## config.mk

```make
export PLATFORM = sky130hd
export DESIGN_NAME = hls_run_sequencer
export DESIGN_NICKNAME = d
export VERILOG_FILES = /design/src/rtl/hls_run_sequencer.sv
export SDC_FILE = /design/constraint.sdc
export NUM_CORES = 1
export LEC_CHECK = 0
export ABC_AREA = 1
export BUFFER_PORTS_ARGS = -buffer_cell sky130_fd_sc_hd__buf_2
export CORE_MARGIN = 5
export CORE_UTILIZATION = 52
export CTS_CLUSTER_DIAMETER = 30
export DETAILED_ROUTE_END_ITERATION = 7
export GPL_TIMING_DRIVEN = 0
export PLACE_DENSITY_LB_ADDON = 0.1
export SETUP_SLACK_MARGIN = 0.1
export SYNTH_ARGS = -nofsm -noshare
export SYNTH_HDL_FRONTEND = slang
export SYNTH_SLANG_ARGS = --single-unit
```

## constraint.sdc

```tcl
create_clock -name clock -period 15 [get_ports clock]
set_input_delay 2.25 -clock clock [delete_from_list [all_inputs] [get_ports clock]]
set_output_delay 2.25 -clock clock [all_outputs]
set_load 0.01 [all_outputs]
```

## src/rtl/hls_run_sequencer.sv

```systemverilog
// Repeated start/done sequencer for an HLS accelerator: issues back-to-back runs,
// measures per-run latency with a watchdog, queues results and keeps min/max/total.
module hls_run_sequencer #(
    parameter int unsigned CNT_W      = 32,
    parameter int unsigned RUN_W      = 16,
    parameter int unsigned TIMEOUT    = 200000000,
    parameter int unsigned GAP_CYCLES = 2,
    parameter int unsigned RES_DEPTH  = 8
) (
    input  logic             clock,
    input  logic             reset,
    input  logic             go,
    input  logic [RUN_W-1:0] num_runs,
    output logic             start_port,
    input  logic             done_port,
    output logic             busy,
    output logic             all_done,
    output logic             timed_out,
    output logic             res_valid,
    input  logic             res_ready,
    output logic [RUN_W-1:0] res_index,
    output logic [CNT_W-1:0] res_cycles,
    output logic             res_status,
    output logic [CNT_W-1:0] min_cycles,
    output logic [CNT_W-1:0] max_cycles,
    output logic [CNT_W-1:0] total_cycles
);

    localparam int unsigned PTR_W = (RES_DEPTH > 1) ? $clog2(RES_DEPTH) : 1;
    localparam int unsigned CW    = PTR_W + 1;
    localparam int unsigned GAP_W = (GAP_CYCLES > 1) ? $clog2(GAP_CYCLES) : 1;
    localparam logic [CNT_W-1:0] TIMEOUT_C = CNT_W'(TIMEOUT);

    typedef enum logic [2:0] {
        S_IDLE, S_ISSUE, S_WAIT, S_LOG, S_GAP, S_DONE
    } state_t;

    state_t           state;
    logic [RUN_W-1:0] runs;
    logic [RUN_W-1:0] run_idx;
    logic [CNT_W-1:0] cnt;
    logic [CNT_W-1:0] result;
    logic             status;
    logic [GAP_W-1:0] gap_cnt;

    logic [PTR_W-1:0] rd_ptr, wr_ptr, rd_ptr_n;
    logic [CW-1:0]    count, count_n;
    logic [RUN_W-1:0] mem_idx [RES_DEPTH];
    logic [CNT_W-1:0] mem_cyc [RES_DEPTH];
    logic             mem_st  [RES_DEPTH];

    logic             full_c, push_c, pop_c;
    logic [CNT_W-1:0] cnt_inc_c;
    logic [CNT_W:0]   sum_c;

    assign full_c    = (count == CW'(RES_DEPTH));
    assign push_c    = (state == S_LOG) && !full_c;
    assign pop_c     = res_valid && res_ready;
    assign cnt_inc_c = cnt + CNT_W'(1);
    assign sum_c     = {1'b0, total_cycles} + {1'b0, result};

    // Sequencer FSM with registered handshake outputs and statistics
    always_ff @(posedge clock or posedge reset) begin
        if (reset) begin
            state        <= S_IDLE;
            runs         <= '0;
            run_idx      <= '0;
            cnt          <= '0;
            result       <= '0;
            status       <= 1'b0;
            gap_cnt      <= '0;
            start_port   <= 1'b0;
            busy         <= 1'b0;
            all_done     <= 1'b0;
            timed_out    <= 1'b0;
            min_cycles   <= '1;
            max_cycles   <= '0;
            total_cycles <= '0;
        end else begin
            start_port <= 1'b0;
            all_done   <= 1'b0;
            case (state)
                S_IDLE: begin
                    if (go) begin
                        timed_out <= 1'b0;
                        if (num_runs != '0) begin
                            runs         <= num_runs;
                            run_idx      <= '0;
                            min_cycles   <= '1;
                            max_cycles   <= '0;
                            total_cycles <= '0;
                            busy         <= 1'b1;
                            start_port   <= 1'b1;
                            state        <= S_ISSUE;
                        end else begin
                            all_done <= 1'b1;
                            state    <= S_DONE;
                        end
                    end
                end
                S_ISSUE: begin
                    if (done_port) begin
                        result <= CNT_W'(1);
                        status <= 1'b0;
                        state  <= S_LOG;
                    end else if (TIMEOUT_C <= CNT_W'(1)) begin
                        result    <= TIMEOUT_C;
                        status    <= 1'b1;
                        timed_out <= 1'b1;
                        state     <= S_LOG;
                    end else begin
                        cnt   <= CNT_W'(1);
                        state <= S_WAIT;
                    end
                end
                S_WAIT: begin
                    // cnt_inc_c is the index of the current cycle counted from the start cycle
                    if (done_port) begin
                        result <= cnt_inc_c;
                        status <= 1'b0;
                        state  <= S_LOG;
                    end else if (cnt_inc_c >= TIMEOUT_C) begin
                        result    <= TIMEOUT_C;
                        status    <= 1'b1;
                        timed_out <= 1'b1;
                        state     <= S_LOG;
                    end else begin
                        cnt <= cnt_inc_c;
                    end
                end
                S_LOG: begin
                    if (!full_c) begin
                        if (!status) begin
                            if (result < min_cycles) min_cycles <= result;
                            if (result > max_cycles) max_cycles <= result;
                            total_cycles <= sum_c[CNT_W] ? '1 : sum_c[CNT_W-1:0];
                        end
                        if (status || (run_idx == runs - RUN_W'(1))) begin
                            busy     <= 1'b0;
                            all_done <= 1'b1;
                            state    <= S_DONE;
                        end else begin
                            run_idx <= run_idx + RUN_W'(1);
                            if (GAP_CYCLES == 0) begin
                                start_port <= 1'b1;
                                state      <= S_ISSUE;
                            end else begin
                                gap_cnt <= '0;
                                state   <= S_GAP;
                            end
                        end
                    end
                end
                S_GAP: begin
                    if (gap_cnt == GAP_W'(GAP_CYCLES - 1)) begin
                        start_port <= 1'b1;
                        state      <= S_ISSUE;
                    end else begin
                        gap_cnt <= gap_cnt + GAP_W'(1);
                    end
                end
                S_DONE: state <= S_IDLE;
                default: state <= S_IDLE;
            endcase
        end
    end

    // Next read pointer and occupancy
    always_comb begin
        rd_ptr_n = rd_ptr;
        count_n  = count;
        if (pop_c) rd_ptr_n = rd_ptr + PTR_W'(1);
        case ({push_c, pop_c})
            2'b10:   count_n = count + CW'(1);
            2'b01:   count_n = count - CW'(1);
            default: count_n = count;
        endcase
    end

    // Result FIFO control and registered first-word-fall-through head
    always_ff @(posedge clock or posedge reset) begin
        if (reset) begin
            rd_ptr     <= '0;
            wr_ptr     <= '0;
            count      <= '0;
            res_valid  <= 1'b0;
            res_index  <= '0;
            res_cycles <= '0;
            res_status <= 1'b0;
        end else begin
            rd_ptr    <= rd_ptr_n;
            count     <= count_n;
            res_valid <= (count_n != '0);
            if (push_c) wr_ptr <= wr_ptr + PTR_W'(1);
            // The new head is the entry being written this cycle when the read pointer lands on it
            if (push_c && (rd_ptr_n == wr_ptr)) begin
                res_index  <= run_idx;
                res_cycles <= result;
                res_status <= status;
            end else begin
                res_index  <= mem_idx[rd_ptr_n];
                res_cycles <= mem_cyc[rd_ptr_n];
                res_status <= mem_st[rd_ptr_n];
            end
        end
    end

    // Result storage
    always_ff @(posedge clock) begin
        if (push_c) begin
            mem_idx[wr_ptr] <= run_idx;
            mem_cyc[wr_ptr] <= result;
            mem_st[wr_ptr]  <= status;
        end
    end

endmodule

```

==> key figures <==
Timing
  • Final setup margin: 10.22 ns
  • Unrepaired setup endpoints after global routing: no
  • Final period utilization: 31.9%
  • Hold violation total from the final report: 0
  • Worst hold slack: ~0.48 ns
  • Achievable Freq: 209 MHz
  • Measured slew at the worst slew-check pin: approximately 1 ns
  • Headroom to the max-slew limit: 34.1%
  • Final Setup Violations: 0
  • Final TNS setup: 0 ns
  • Clock tree skew after final layout: 0.0309 ns
  • Post-layout minimum cycle time: 4.78 ns
  • Final count of pins violating max slew: 0

Logic synthesis
  • Number of synthesized register bits: 653
  • Proportion of netlist area held by the largest area contributor: 38.6%
  • Cells after synthesis: 3,080
  • Number of enable flip-flop cells after synthesis: 392
  • Leading cell types by total area after synthesis: sky130_fd_sc_hd__edfxtp_1 (39%), sky130_fd_sc_hd__dfrtp_1 (19%), sky130_fd_sc_hd__nand2_1 (7.5%)
  • Most used DFF post-synth: sky130_fd_sc_hd__edfxtp_1
  • Library cell with the highest instance count after synthesis: sky130_fd_sc_hd__nand2_1
  • Syn. warnings: 0
  • Distinct cell type count after synthesis: 49
  • Proportion of register bits with asynchronous set or reset after synthesis: 40.0%
  • Post-Syn Area per Cell: 9.90 sq um
  • Mapped cell area: 30,500 sq um
  • Syn nets: between 3,000 and 4,000
  • Most area-hungry cell type in the Yosys netlist: sky130_fd_sc_hd__edfxtp_1
  • Sequential cell area fraction in the yosys report: 60.2%
  • List of most frequent post-synthesis cells: sky130_fd_sc_hd__nand2_1 (608), sky130_fd_sc_hd__edfxtp_1 (392), sky130_fd_sc_hd__nor2_1 (391)

Setup path
  • Data arrival time of the worst path: approximately 5.3 ns
  • Worst reg2reg path startpoint: result[1]$_DFFE_PP0P_
  • Nature of the critical path startpoint: input pin
  • Critical Setup Path Class: in2reg
  • Worst Setup End Kind: register
  • Slack of the worst reg-to-reg path: 11.04 ns
  • Required time of the worst setup path: 15.54 ns
  • Capturing point of the worst reg2reg path: total_cycles[23]$_DFFE_PP0P_
  • Largest fanout on the critical path: 10
  • Cell count of the worst reg-to-reg path: 14

Cells and area
  • Area growth from synthesis to layout: 22.0%
  • Post-layout utilization of the core: 64.2%
  • Number of filler instances in the final layout: ~4,700
  • Fraction of final layout cells with drive strength greater than 1: a little over an eighth
  • Antenna cells: 0
  • Post-layout net count: around 3,500
  • Final instance count without filler cells: 4,274
  • Final cell area excluding filler cells: between 30,000 and 40,000 sq um

Floorplanning
  • Initial cell density of the core: 52.6%
  • Die X: 252 um
  • CORE AREA: 57,900 sq um
  • Die Area: 63,600 sq um
  • I/O pin count: around 170
  • Chip height: between 200 and 300 um
  • Row Count: 88

Clocking
  • Clock root buffer master: sky130_fd_sc_hd__clkbuf_16
  • H-tree depth reported by CTS: 4
  • Post-CTS setup buffers: 0
  • Clock latency on the worst-skew pair: 0.71 ns
  • TritonCTS sink count: 653
  • Total of hold buffers inserted after clock tree synthesis: 0
  • Clock input transition at the sequential cells of the worst setup and hold paths: 0.05 ns
  • Clock tree from TritonCTS: done
  • Total clock buffers created by CTS: 132
  • Clock Path Buffers: 3
  • # resized after CTS: 0

Route
  • Detailed Routing Iterations Pass 1: 6
  • Total wire length: approximately 95,000 um
  • Number of design rule violations left after detail routing: 0
  • Number of DRC violations after detailed-routing iteration 0: 2,569
  • Per-cell via count in the routed design: between 5 and 6
  • Routed length per placed instance: 22.1 um
  • Via count: 24,600
  • Antenna Nets Post-Route: 0

Power
  • Leak pwr: 15.8 nW
  • Max IR drop VDD: 0.145 mV
  • Combinational cell fraction of total power: approximately 30%
  • Total chip power: between 7 and 8 mW
  • Sequential Power Share: between 30% and 40%
  • Internal power consumption: 4.86 mW
  • Switching Share: 36.4%
  • Relative contribution of the clock network to total power: 37.8%
  • Net switching power of the design: between 2 and 3 mW
  • PD cells: 205 nW/um^2

Global routing
  • Met2 Resource Use GR: 49.1%
  • GR Util All Layers: around 29%
  • Number of global-route vias before repair: 24,600
  • Remaining global-route overflow: 0
  • First-pass GRT wire length: 144,000 um
  • Initial antenna violation count: 1
  • Met3 track demand over resource in global routing: 6.32%
  • Layer with the highest usage after global routing: met2
  • Met1 capacity usage during global routing: 38.2%
  • Pin count of the biggest net entering global routing: 117

Placed design
  • Placer's final routability congestion estimate: 0.890
  • Final HPWL DP: 63,900 um
  • Post-place setup slack: 9.63 ns
  • IO buf count: 170
  • DP Area: 32,800 sq um
  • # placed instances: 4,032

Hold path
  • Hold path startpoint: busy$_DFFE_PP0P_
  • Worst hold path endpoint: busy$_DFFE_PP0P_
  • Hold-critical path depth: 2
  • Worst min path class: reg2reg

Run status
  • Outcome: complete, no violations

Flow run
  • Maximum Capacitance Violations: 0
per-layer routing:
layer  part of all wire (%)  vias to the layer above
met5                      0                        -
met4                    3.6                        0
met3                    8.1                      212
met2                     49                     1101
met1                     40                    11900
li1                       -                    11300
worst max-delay path, stage by stage:
cell and delay (ns):
sky130_fd_sc_hd__buf_2 0.10, sky130_fd_sc_hd__nand2_1 0.16, sky130_fd_sc_hd__inv_2 0.11, sky130_fd_sc_hd__or2_2 0.28, sky130_fd_sc_hd__nand2_1 0.40, sky130_fd_sc_hd__clkinv_1 0.36
sky130_fd_sc_hd__clkbuf_1 0.37, sky130_fd_sc_hd__clkbuf_1 0.42, sky130_fd_sc_hd__o21ai_0 0.36, sky130_fd_sc_hd__o221ai_1 0.15, sky130_fd_sc_hd__nand3_1 0.20, sky130_fd_sc_hd__o21ai_0 0.15
power by group through the flow:
stage	logic, mW	registers, mW	clock network, mW
floorplan	1.30	2.49	0
finish	2.26	2.48	2.89
global placement	2.14	2.51	0
detailed placement	2.23	2.50	0
CTS	2.25	2.48	2.92
global route	2.48	2.51	3.02
state kept, by name, indices dropped and copies added, names as in the netlist, 3 cells and up:
register,flops
wr_ptr,3
state,3
result,32
count,4
run_idx,16
res_index,16
mem_st,8
cnt,32
min_cycles,32
mem_idx,128
rd_ptr,3
total_cycles,32
max_cycles,32
mem_cyc,256
res_cycles,32
runs,16
how the worst max path moves through the flow:
stage               from                        to  slack [ns]  cells after the start
3_3_place_gp       reset  res_cycles[30]$_DFF_PP0_        2.28                      2
2_1_floorplan      reset        all_done$_DFF_PP0_        5.62                      1
3_5_place_dp   res_ready    res_index[9]$_DFF_PP0_        9.63                     12
5_1_grt        res_ready    res_index[8]$_DFF_PP0_       10.14                     12
4_1_cts        res_ready    res_index[8]$_DFF_PP0_       10.30                     12
6_report       res_ready    res_index[8]$_DFF_PP0_       10.22                     12
cell type report:
cell class / instances / area [sq um] / share of cell area, %
buffer: 133 / 576 / 1.55
clock inverter: 66 / 757 / 2.04
inverter: 257 / 972 / 2.61
clock buffer: 176 / 3680 / 9.90
timing repair buffer: 187 / 1240 / 3.32
sequential: 653 / 18300 / 49.3
tap: 765 / 957 / 2.57
multi-input combinational: 2037 / 10700 / 28.7
cell families (layout without fill, tap and decap cells):
logic type,after synthesis,after routing,synth area share (%)
AND/OR/NAND/NOR,1212,1212,16.2
adder cells (fa/ha/maj),105,105,4.36
XOR/XNOR,57,57,1.64
buffers and inverters,390,819,5.05
AO/OA/AOI/OAI,659,659,12.4
multiplexers,4,4,0.148
flip-flops,653,653,60.2
cells in the final DEF, fill, tap and decap left out, types with 6 or more instances in the layout:
cell type                    instances
sky130_fd_sc_hd__o211ai_1           19
sky130_fd_sc_hd__xor2_1             40
sky130_fd_sc_hd__clkbuf_1          137
sky130_fd_sc_hd__inv_1             252
sky130_fd_sc_hd__buf_16              6
sky130_fd_sc_hd__nand4_1            28
sky130_fd_sc_hd__inv_6              14
sky130_fd_sc_hd__buf_6               8
sky130_fd_sc_hd__dfrtp_1           229
sky130_fd_sc_hd__a21o_1              8
sky130_fd_sc_hd__nor4_1              9
sky130_fd_sc_hd__o21ai_0           376
sky130_fd_sc_hd__clkinv_1           10
sky130_fd_sc_hd__clkbuf_8           13
sky130_fd_sc_hd__clkinv_2           11
sky130_fd_sc_hd__nand2_1           608
sky130_fd_sc_hd__ha_1              103
sky130_fd_sc_hd__buf_2             177
sky130_fd_sc_hd__o221ai_1           86
sky130_fd_sc_hd__xnor2_1            17
sky130_fd_sc_hd__o21ai_1            34
sky130_fd_sc_hd__o21a_1              8
sky130_fd_sc_hd__edfxtp_1          392
sky130_fd_sc_hd__nand3_1           131
sky130_fd_sc_hd__nor2_1            383
sky130_fd_sc_hd__nor2_4             11
sky130_fd_sc_hd__dfstp_2            32
sky130_fd_sc_hd__clkbuf_16         136
sky130_fd_sc_hd__o22ai_1            17
sky130_fd_sc_hd__clkinvlp_4         10
sky130_fd_sc_hd__a21oi_1            89
sky130_fd_sc_hd__buf_12             11
sky130_fd_sc_hd__nor3_1             19
sky130_fd_sc_hd__buf_1               6
sky130_fd_sc_hd__bufinv_16          11
No activity file was read; power rests on OpenSTA's default activity.
